File: config.mk
export PLATFORM = sky130hd
export DESIGN_NAME = vga_timing_gen
export DESIGN_NICKNAME = d
export VERILOG_FILES = /design/src/rtl/vga_timing_gen.sv
export SDC_FILE = /design/constraint.sdc
export NUM_CORES = 1
export LEC_CHECK = 0
export ABC_AREA = 1
export CAP_MARGIN = 20
export CORE_ASPECT_RATIO = 1.25
export CORE_UTILIZATION = 45
export DETAILED_ROUTE_END_ITERATION = 10
export PLACE_DENSITY = 0.76
export SLEW_MARGIN = 30
export SYNTH_ARGS = -nofsm -noshare
export SYNTH_HDL_FRONTEND = slang
export SYNTH_SLANG_ARGS = --single-unit
File: constraint.sdc
create_clock -name clk -period 2.4 [get_ports clk]
set_clock_uncertainty 0.1 [all_clocks]
set_input_delay 0.48 -clock clk [delete_from_list [all_inputs] [get_ports clk]]
set_output_delay 0.48 -clock clk [all_outputs]
set_load 0.01 [all_outputs]
File: src/rtl/vga_timing_gen.sv
// vga_timing_gen: free-running raster counters with registered sync, data-valid and frame-start strobes.
// Strobes are decoded from the next-state counters, so they stay cycle-aligned with h_cnt/v_cnt.
module vga_timing_gen #(
    parameter int   HRES   = 1600,
    parameter int   HFP    = 24,
    parameter int   HSYNC  = 80,
    parameter int   HBP    = 96,
    parameter int   VRES   = 900,
    parameter int   VFP    = 1,
    parameter int   VSYNC  = 3,
    parameter int   VBP    = 96,
    parameter logic HS_POL = 1'b1,
    parameter logic VS_POL = 1'b1
) (
    input  logic        clk,
    input  logic        rst,
    input  logic        en,
    output logic [10:0] h_cnt,
    output logic [10:0] v_cnt,
    output logic        vga_dv_o,
    output logic        vga_hs_o,
    output logic        vga_vs_o,
    output logic        frame_start_o
);
    localparam int HTOT = HRES + HFP + HSYNC + HBP;
    localparam int VTOT = VRES + VFP + VSYNC + VBP;

    if (HTOT > 2048 || VTOT > 2048) begin : g_bad_timing
        $fatal(1, "vga_timing_gen: HTOT=%0d VTOT=%0d exceed the 11-bit counters", HTOT, VTOT);
    end

    localparam logic [10:0] H_LAST = 11'(HTOT - 1);
    localparam logic [10:0] V_LAST = 11'(VTOT - 1);
    // 12-bit thresholds so an active width of exactly 2048 still compares correctly
    localparam logic [11:0] H_ACT  = 12'(HRES);
    localparam logic [11:0] H_SS   = 12'(HRES + HFP);
    localparam logic [11:0] H_SE   = 12'(HRES + HFP + HSYNC);
    localparam logic [11:0] V_ACT  = 12'(VRES);
    localparam logic [11:0] V_SS   = 12'(VRES + VFP);
    localparam logic [11:0] V_SE   = 12'(VRES + VFP + VSYNC);

    logic        h_wrap;
    logic [10:0] h_nxt;
    logic [10:0] v_nxt;
    logic [11:0] hx;
    logic [11:0] vx;

    always_comb begin
        h_wrap = h_cnt == H_LAST;
        h_nxt  = h_wrap ? 11'd0 : h_cnt + 11'd1;
        v_nxt  = !h_wrap ? v_cnt : (v_cnt == V_LAST) ? 11'd0 : v_cnt + 11'd1;
        hx     = {1'b0, h_nxt};
        vx     = {1'b0, v_nxt};
    end

    always_ff @(posedge clk) begin
        if (rst) begin
            h_cnt         <= H_LAST;
            v_cnt         <= V_LAST;
            vga_dv_o      <= 1'b0;
            vga_hs_o      <= ~HS_POL;
            vga_vs_o      <= ~VS_POL;
            frame_start_o <= 1'b0;
        end else if (en) begin
            h_cnt         <= h_nxt;
            v_cnt         <= v_nxt;
            vga_dv_o      <= (hx < H_ACT) && (vx < V_ACT);
            vga_hs_o      <= ((hx >= H_SS) && (hx < H_SE)) ? HS_POL : ~HS_POL;
            vga_vs_o      <= ((vx >= V_SS) && (vx < V_SE)) ? VS_POL : ~VS_POL;
            frame_start_o <= (h_nxt == 11'd0) && (v_nxt == 11'd0);
        end
    end
endmodule

; ---- Yosys cells after proc, flatten, opt, wreduce, memory -nomap -nowiden
; Index checks and enable logic that the tools add are counted.
[totals]
ff_bits = 26
inputBits = 3
elab_cells = 27
[op_classes]
n_addsub = 2
magnitude_cmp = 6
n_eq_ne = 2
n_mux = 5
n_reduce_logical = 6
[ops]
columns = op, n
row1 = 11-bit two-way mux, 3
row2 = 11-bit by 1-bit adder with 11-bit output (second input constant), 2
row3 = 11-bit zero test, 2
row4 = 11-bit by 10-bit < comparator with 1-bit output (second input constant), 2
row5 = 11-bit < comparator (second input constant), 2
row6 = 11-bit by 10-bit == test with 1-bit output (second input constant), 1
row7 = 11-bit == test (second input constant), 1
row8 = 11-bit by 10-bit >= comparator with 1-bit output (second input constant), 1
row9 = 11-bit >= comparator (second input constant), 1
row10 = 1-bit logical AND, 4
row11 = 1-bit two-way mux, 2

; ---- Logic depth before layout (Yosys ltp)
[logic_depth]
depth_word = 6
depth_mapped = 14

; ---- Worst setup path after synthesis
; Ideal clock, no wire load.
[synth_path]
kind = register -> register
startpoint = reg h_cnt[0]
endpoint = reg vga_dv_o
setup_ps = 132
arrival_ps = 1701
t_required_ps = 2168
setup_slack_ps = 466
stages_incl_launch_ff = 15
path_buffers = 0
period_less_slack_ps = 1934
cell_sequence = dfxtp_1 -> ha_1 -> nand2_2 -> nor2_4 -> inv_2 -> nor2_8 -> nand2_1 -> nand2_1 -> nand2_2 -> inv_2 -> nand2_1 -> nor2_2 -> nand3_1 -> nand3_1 -> a21oi_1
[synth_between]
elab_chain_len = 4
word_cells_on_any_way = 7
classes_between = 1 x add/sub / 2 x order compare / 1 x eq/ne / 2 x mux / 1 x reduce/logical
[synth_lines]
columns = item, line
row1 = start: declaration, 18  ; output logic [10:0] h_cnt,
row2 = start signal: assignment, 65  ; h_cnt <= h_nxt;
row3 = 11-bit by 1-bit adder with 11-bit output / 11-bit == test (equally long branches), "50, 49"
row4 = "11-bit two-way mux, on equally long branches", "50, 51"
row5 = 11-bit < comparator / 11-bit by 10-bit < comparator with 1-bit output (equally long branches), 67  ; vga_dv_o <= (hx < H_ACT) && (vx < V_ACT);
row6 = 1-bit logical AND (*), 67
row7 = end signal: assignment, 67
row8 = end: declaration, 20  ; output logic vga_dv_o,
; Every way passes the cells marked *; elsewhere a longest branch is shown, timed or not.
; A chain may end at the register's enable or synchronous reset.

; ---- Worst setup path after layout
[layout_path]
startpoint = reg h_cnt[0]
endpoint = reg vga_vs_o
[layout_between]
elab_chain_len = 5
word_cells_on_any_way = 6
classes_between = 2 x order compare / 1 x eq/ne / 2 x mux / 1 x reduce/logical
[layout_lines]
columns = item, line
row1 = 11-bit == test (*), 49  ; h_wrap = h_cnt == H_LAST;
row2 = 11-bit two-way mux (*), 51  ; v_nxt = !h_wrap ? v_cnt : (v_cnt == V_LAST) ? 11'd0 : v_cnt + 11'd1;
row3 = 11-bit by 10-bit >= comparator with 1-bit output / 11-bit by 10-bit < comparator with 1-bit output (equally long branches), 69  ; vga_vs_o <= ((vx >= V_SS) && (vx < V_SE)) ? VS_POL : ~VS_POL;
row4 = 1-bit logical AND (*), 69
row5 = 1-bit two-way mux (*), 69
row6 = end signal: assignment, 62  ; vga_vs_o <= ~VS_POL;
row7 = end signal: assignment, 69
row8 = end: declaration, 22  ; output logic vga_vs_o,
; Marked as above.

==> impl_metrics.env <==
export IMPL_critPathLaunch="h_cnt[0]"
export IMPL_fin_crit_sh_pct=89.3
export IMPL_synth_edf_count=0
export IMPL_yosys_warnings=0
export IMPL_grt_pass1_vias=1789
export IMPL_ioPinCount=29
export IMPL_numCtsBuffers=3
export IMPL_num_vias=2063
export IMPL_cts_tree="yes"
export IMPL_reg2reg_from="h_cnt[0]"
export IMPL_setup_tns_ns=0
export IMPL_synth_ff_type="dfxtp_1"
export IMPL_synth_most_common_cell="nand2_1"
export IMPL_highest_layer="met4"
export IMPL_synth_top_area_cell="dfxtp_1"
export IMPL_drc=0
export IMPL_reg2reg_depth=11
export IMPL_wl_per_cell_um=12.4
export IMPL_clk_path_buf_depth=2
export IMPL_syn_to_final_growth_pct=20.6
export IMPL_pwr_share_clk_pct=24.0
export IMPL_switchingPower_uw=441
export IMPL_drive_above_1_share_pct=10.0
export IMPL_share_comb_of_total_power_pct=33.7
export IMPL_dpl_cell_count=391
export IMPL_routed_wl_met2_mm=2.46
export IMPL_drt_initial_drc_count=102
export IMPL_clock_latency_ns=0.27
export IMPL_fin_cells=395
export IMPL_yosys_area_top_type_share_pct=27.4
export IMPL_max_freq_ghz=0.466
export IMPL_die_h_um=74.7
export IMPL_setup_viol=0
export IMPL_n_fill_cell=406
export IMPL_num_antenna_cells=0
export IMPL_switching_share_pct=36.5
export IMPL_synth_area_um2=1900
export IMPL_portBuffers=28
export IMPL_gp_congestion=0.922
export IMPL_cp_arrival_ns=2.25
export IMPL_grt_pass1_wl_mm=8.07
export IMPL_avgSynthCellArea_um2=6.10
export IMPL_period_minus_slack_ns=2.14
export IMPL_cts_hold_buf=0
export IMPL_root_buffer="clkbuf_8"
export IMPL_die_area_um2=4490
export IMPL_h_tree_depth=1
export IMPL_maxSlewHeadroom_pct=71.8
export IMPL_status="finished clean"
export IMPL_synth_nets=317
export IMPL_holdCritPathClass="flip-flop to flip-flop"
export IMPL_hold_viol_final=0
export IMPL_yosysSeqAreaShare_pct=27.4
export IMPL_r2r_slack_ns=0.26
export IMPL_grt_max_degree=33
export IMPL_yosys_cell_types_count=31
export IMPL_drt_wl_total_mm=4.91
export IMPL_antenna_found_initial=0
export IMPL_synth_seq_cells=26
export IMPL_rsz0062_at_grt="false"
export IMPL_power_density_nw_per_um2=526
export IMPL_synthTopCellsByCount="82 x nand2_1, 35 x inv_1, 32 x nor2_1, 31 x nand3_1, 26 x dfxtp_1"
export IMPL_cp_end_kind="flip-flop"
export IMPL_async_reset_ff_share_pct=0
export IMPL_core_area_um2=4070
export IMPL_synthesis_instances=312
export IMPL_critPathRequiredTime_ns=2.51
export IMPL_ctsResizeCount=0
export IMPL_post_cts_setup_buffers=0
export IMPL_drtAntennaViolNets=0
export IMPL_worst_pin_slew_ns=0.422
export IMPL_via_per_inst=5.22
export IMPL_path_clk_slew_ns=0.09
export IMPL_p_leak_nw=1.11
export IMPL_fin_util_pct=56.5
export IMPL_grt_overflow_total=0
export IMPL_wl_met3_um=113
export IMPL_holdPathStages=2
export IMPL_max_cap_violations=0
export IMPL_place_hpwl_mm=3.78
export IMPL_worstPathMaxFanout=9
export IMPL_holdCritStartpoint="vga_hs_o"
export IMPL_slew_violations=0
export IMPL_ir_worst_vdd_uv=322
export IMPL_grt_usage_pct=23.5
export IMPL_clock_sinks=26
export IMPL_nets=345
export IMPL_p_int_uw=768
export IMPL_worstSetupPathType="flip-flop to flip-flop"
export IMPL_die_w_um=60.2
export IMPL_drtPass1Iterations=4
export IMPL_reg2reg_to="vga_vs_o"
export IMPL_min_to="vga_hs_o"
export IMPL_seqPwrFrac_pct=42.4
export IMPL_start_util_pct=46.8
export IMPL_startpoint_type="flip-flop"
export IMPL_ys_top_cells_by_area="dfxtp_1 27%, nand2_1 16%, nand3_1 8.2%"
export IMPL_rows=26
export IMPL_met1_length_mm=2.26
==> placed cells by master, fill, tap and decap left out, types with 2 or more instances in the layout <==
master / instances
nand3_2: 6
clkbuf_8: 4
nand2_1: 82
nor2_4: 2
inv_2: 5
nor2_2: 5
inv_1: 35
nor3_1: 2
nand3b_1: 3
nand2_2: 3
buf_4: 4
clkdlybuf4s50_1: 28
nand3_1: 31
ha_1: 2
dfxtp_1: 26
nand4_1: 7
xor2_1: 2
o21ai_1: 3
o21ai_0: 22
nor2_1: 32
a21oi_1: 25
==> how the worst max path moves through the flow <==
stage                         end  slack (ns)  cells after the start
finish                   vga_vs_o        0.26                     11
floorplan                vga_dv_o        0.47                     14
CTS                      vga_vs_o        0.26                     11
global route             vga_dv_o        0.07                     12
global placement    frame_start_o        0.33                     11
detailed placement       vga_vs_o        0.29                     11
==> layer usage <==
layer,vias to the layer above,GRT usage (%)
li1,1076,-
met1,939,29.5
met2,40,41.3
met3,8,1.55
met4,0,9.30
met5,-,0
==> cell families (layout without fill, tap and decap cells) <==
logic type	count (synthesis)	after routing	synth area share, %
compound gates	57	57	16.1
xor+xnor	2	2	0.921
flops	26	26	27.4
simple gates	176	176	44.2
fa+ha+maj	2	2	1.31
buf+inv	49	76	10.1
==> state kept, by name, indices dropped and copies added, names as in the netlist <==
signal	count
frame_start_o	1
h_cnt	11
v_cnt	11
vga_dv_o	1
vga_hs_o	1
vga_vs_o	1
==> area by class of cell <==
cell class                      count  area, µm²  share of cell area (%)
Multi-Input combinational cell    237       1190                    51.8
Clock buffer                        4       55.1                    2.40
Tap cell                           56       70.1                    3.05
Timing Repair Buffer               32        310                    13.5
Inverter                           40        150                    6.54
Sequential cell                    26        520                    22.7
==> per-stage QoR <==
step                      area (µm²)  power, mW  worst slack, ns  hold slack (ns)
final                           2300       1.21            0.256            0.373
after detailed placement        2240      0.926            0.288            0.357
after CTS                       2300       1.22            0.260            0.373
after floorplan                 1900      0.795            0.466            0.390
after global placement          2240      0.921            0.326            0.357
after global routing            2300       1.29           0.0656            0.402
==> power groups by stage <==
stage                     Combinational (mW)  Sequential, mW  Clock (mW)
after floorplan                        0.272           0.523           0
after global placement                 0.400           0.521           0
after detailed placement               0.405           0.522           0
after CTS                              0.407           0.512       0.297
after global routing                   0.455           0.519       0.312
final                                  0.407           0.512       0.289
==> worst max-delay path: stages (launching register included) <==
cell and delay [ns]:
dfxtp_1 0.43, ha_1 0.26, nand2_2 0.13, nor2_4 0.16, inv_2 0.07, nor2_8 0.19, nand3_2 0.13, nand3_1 0.13
nand2_1 0.06, nor2_1 0.15, nand4_1 0.13, a21oi_1 0.14
Power figures use the tool's default switching activity.
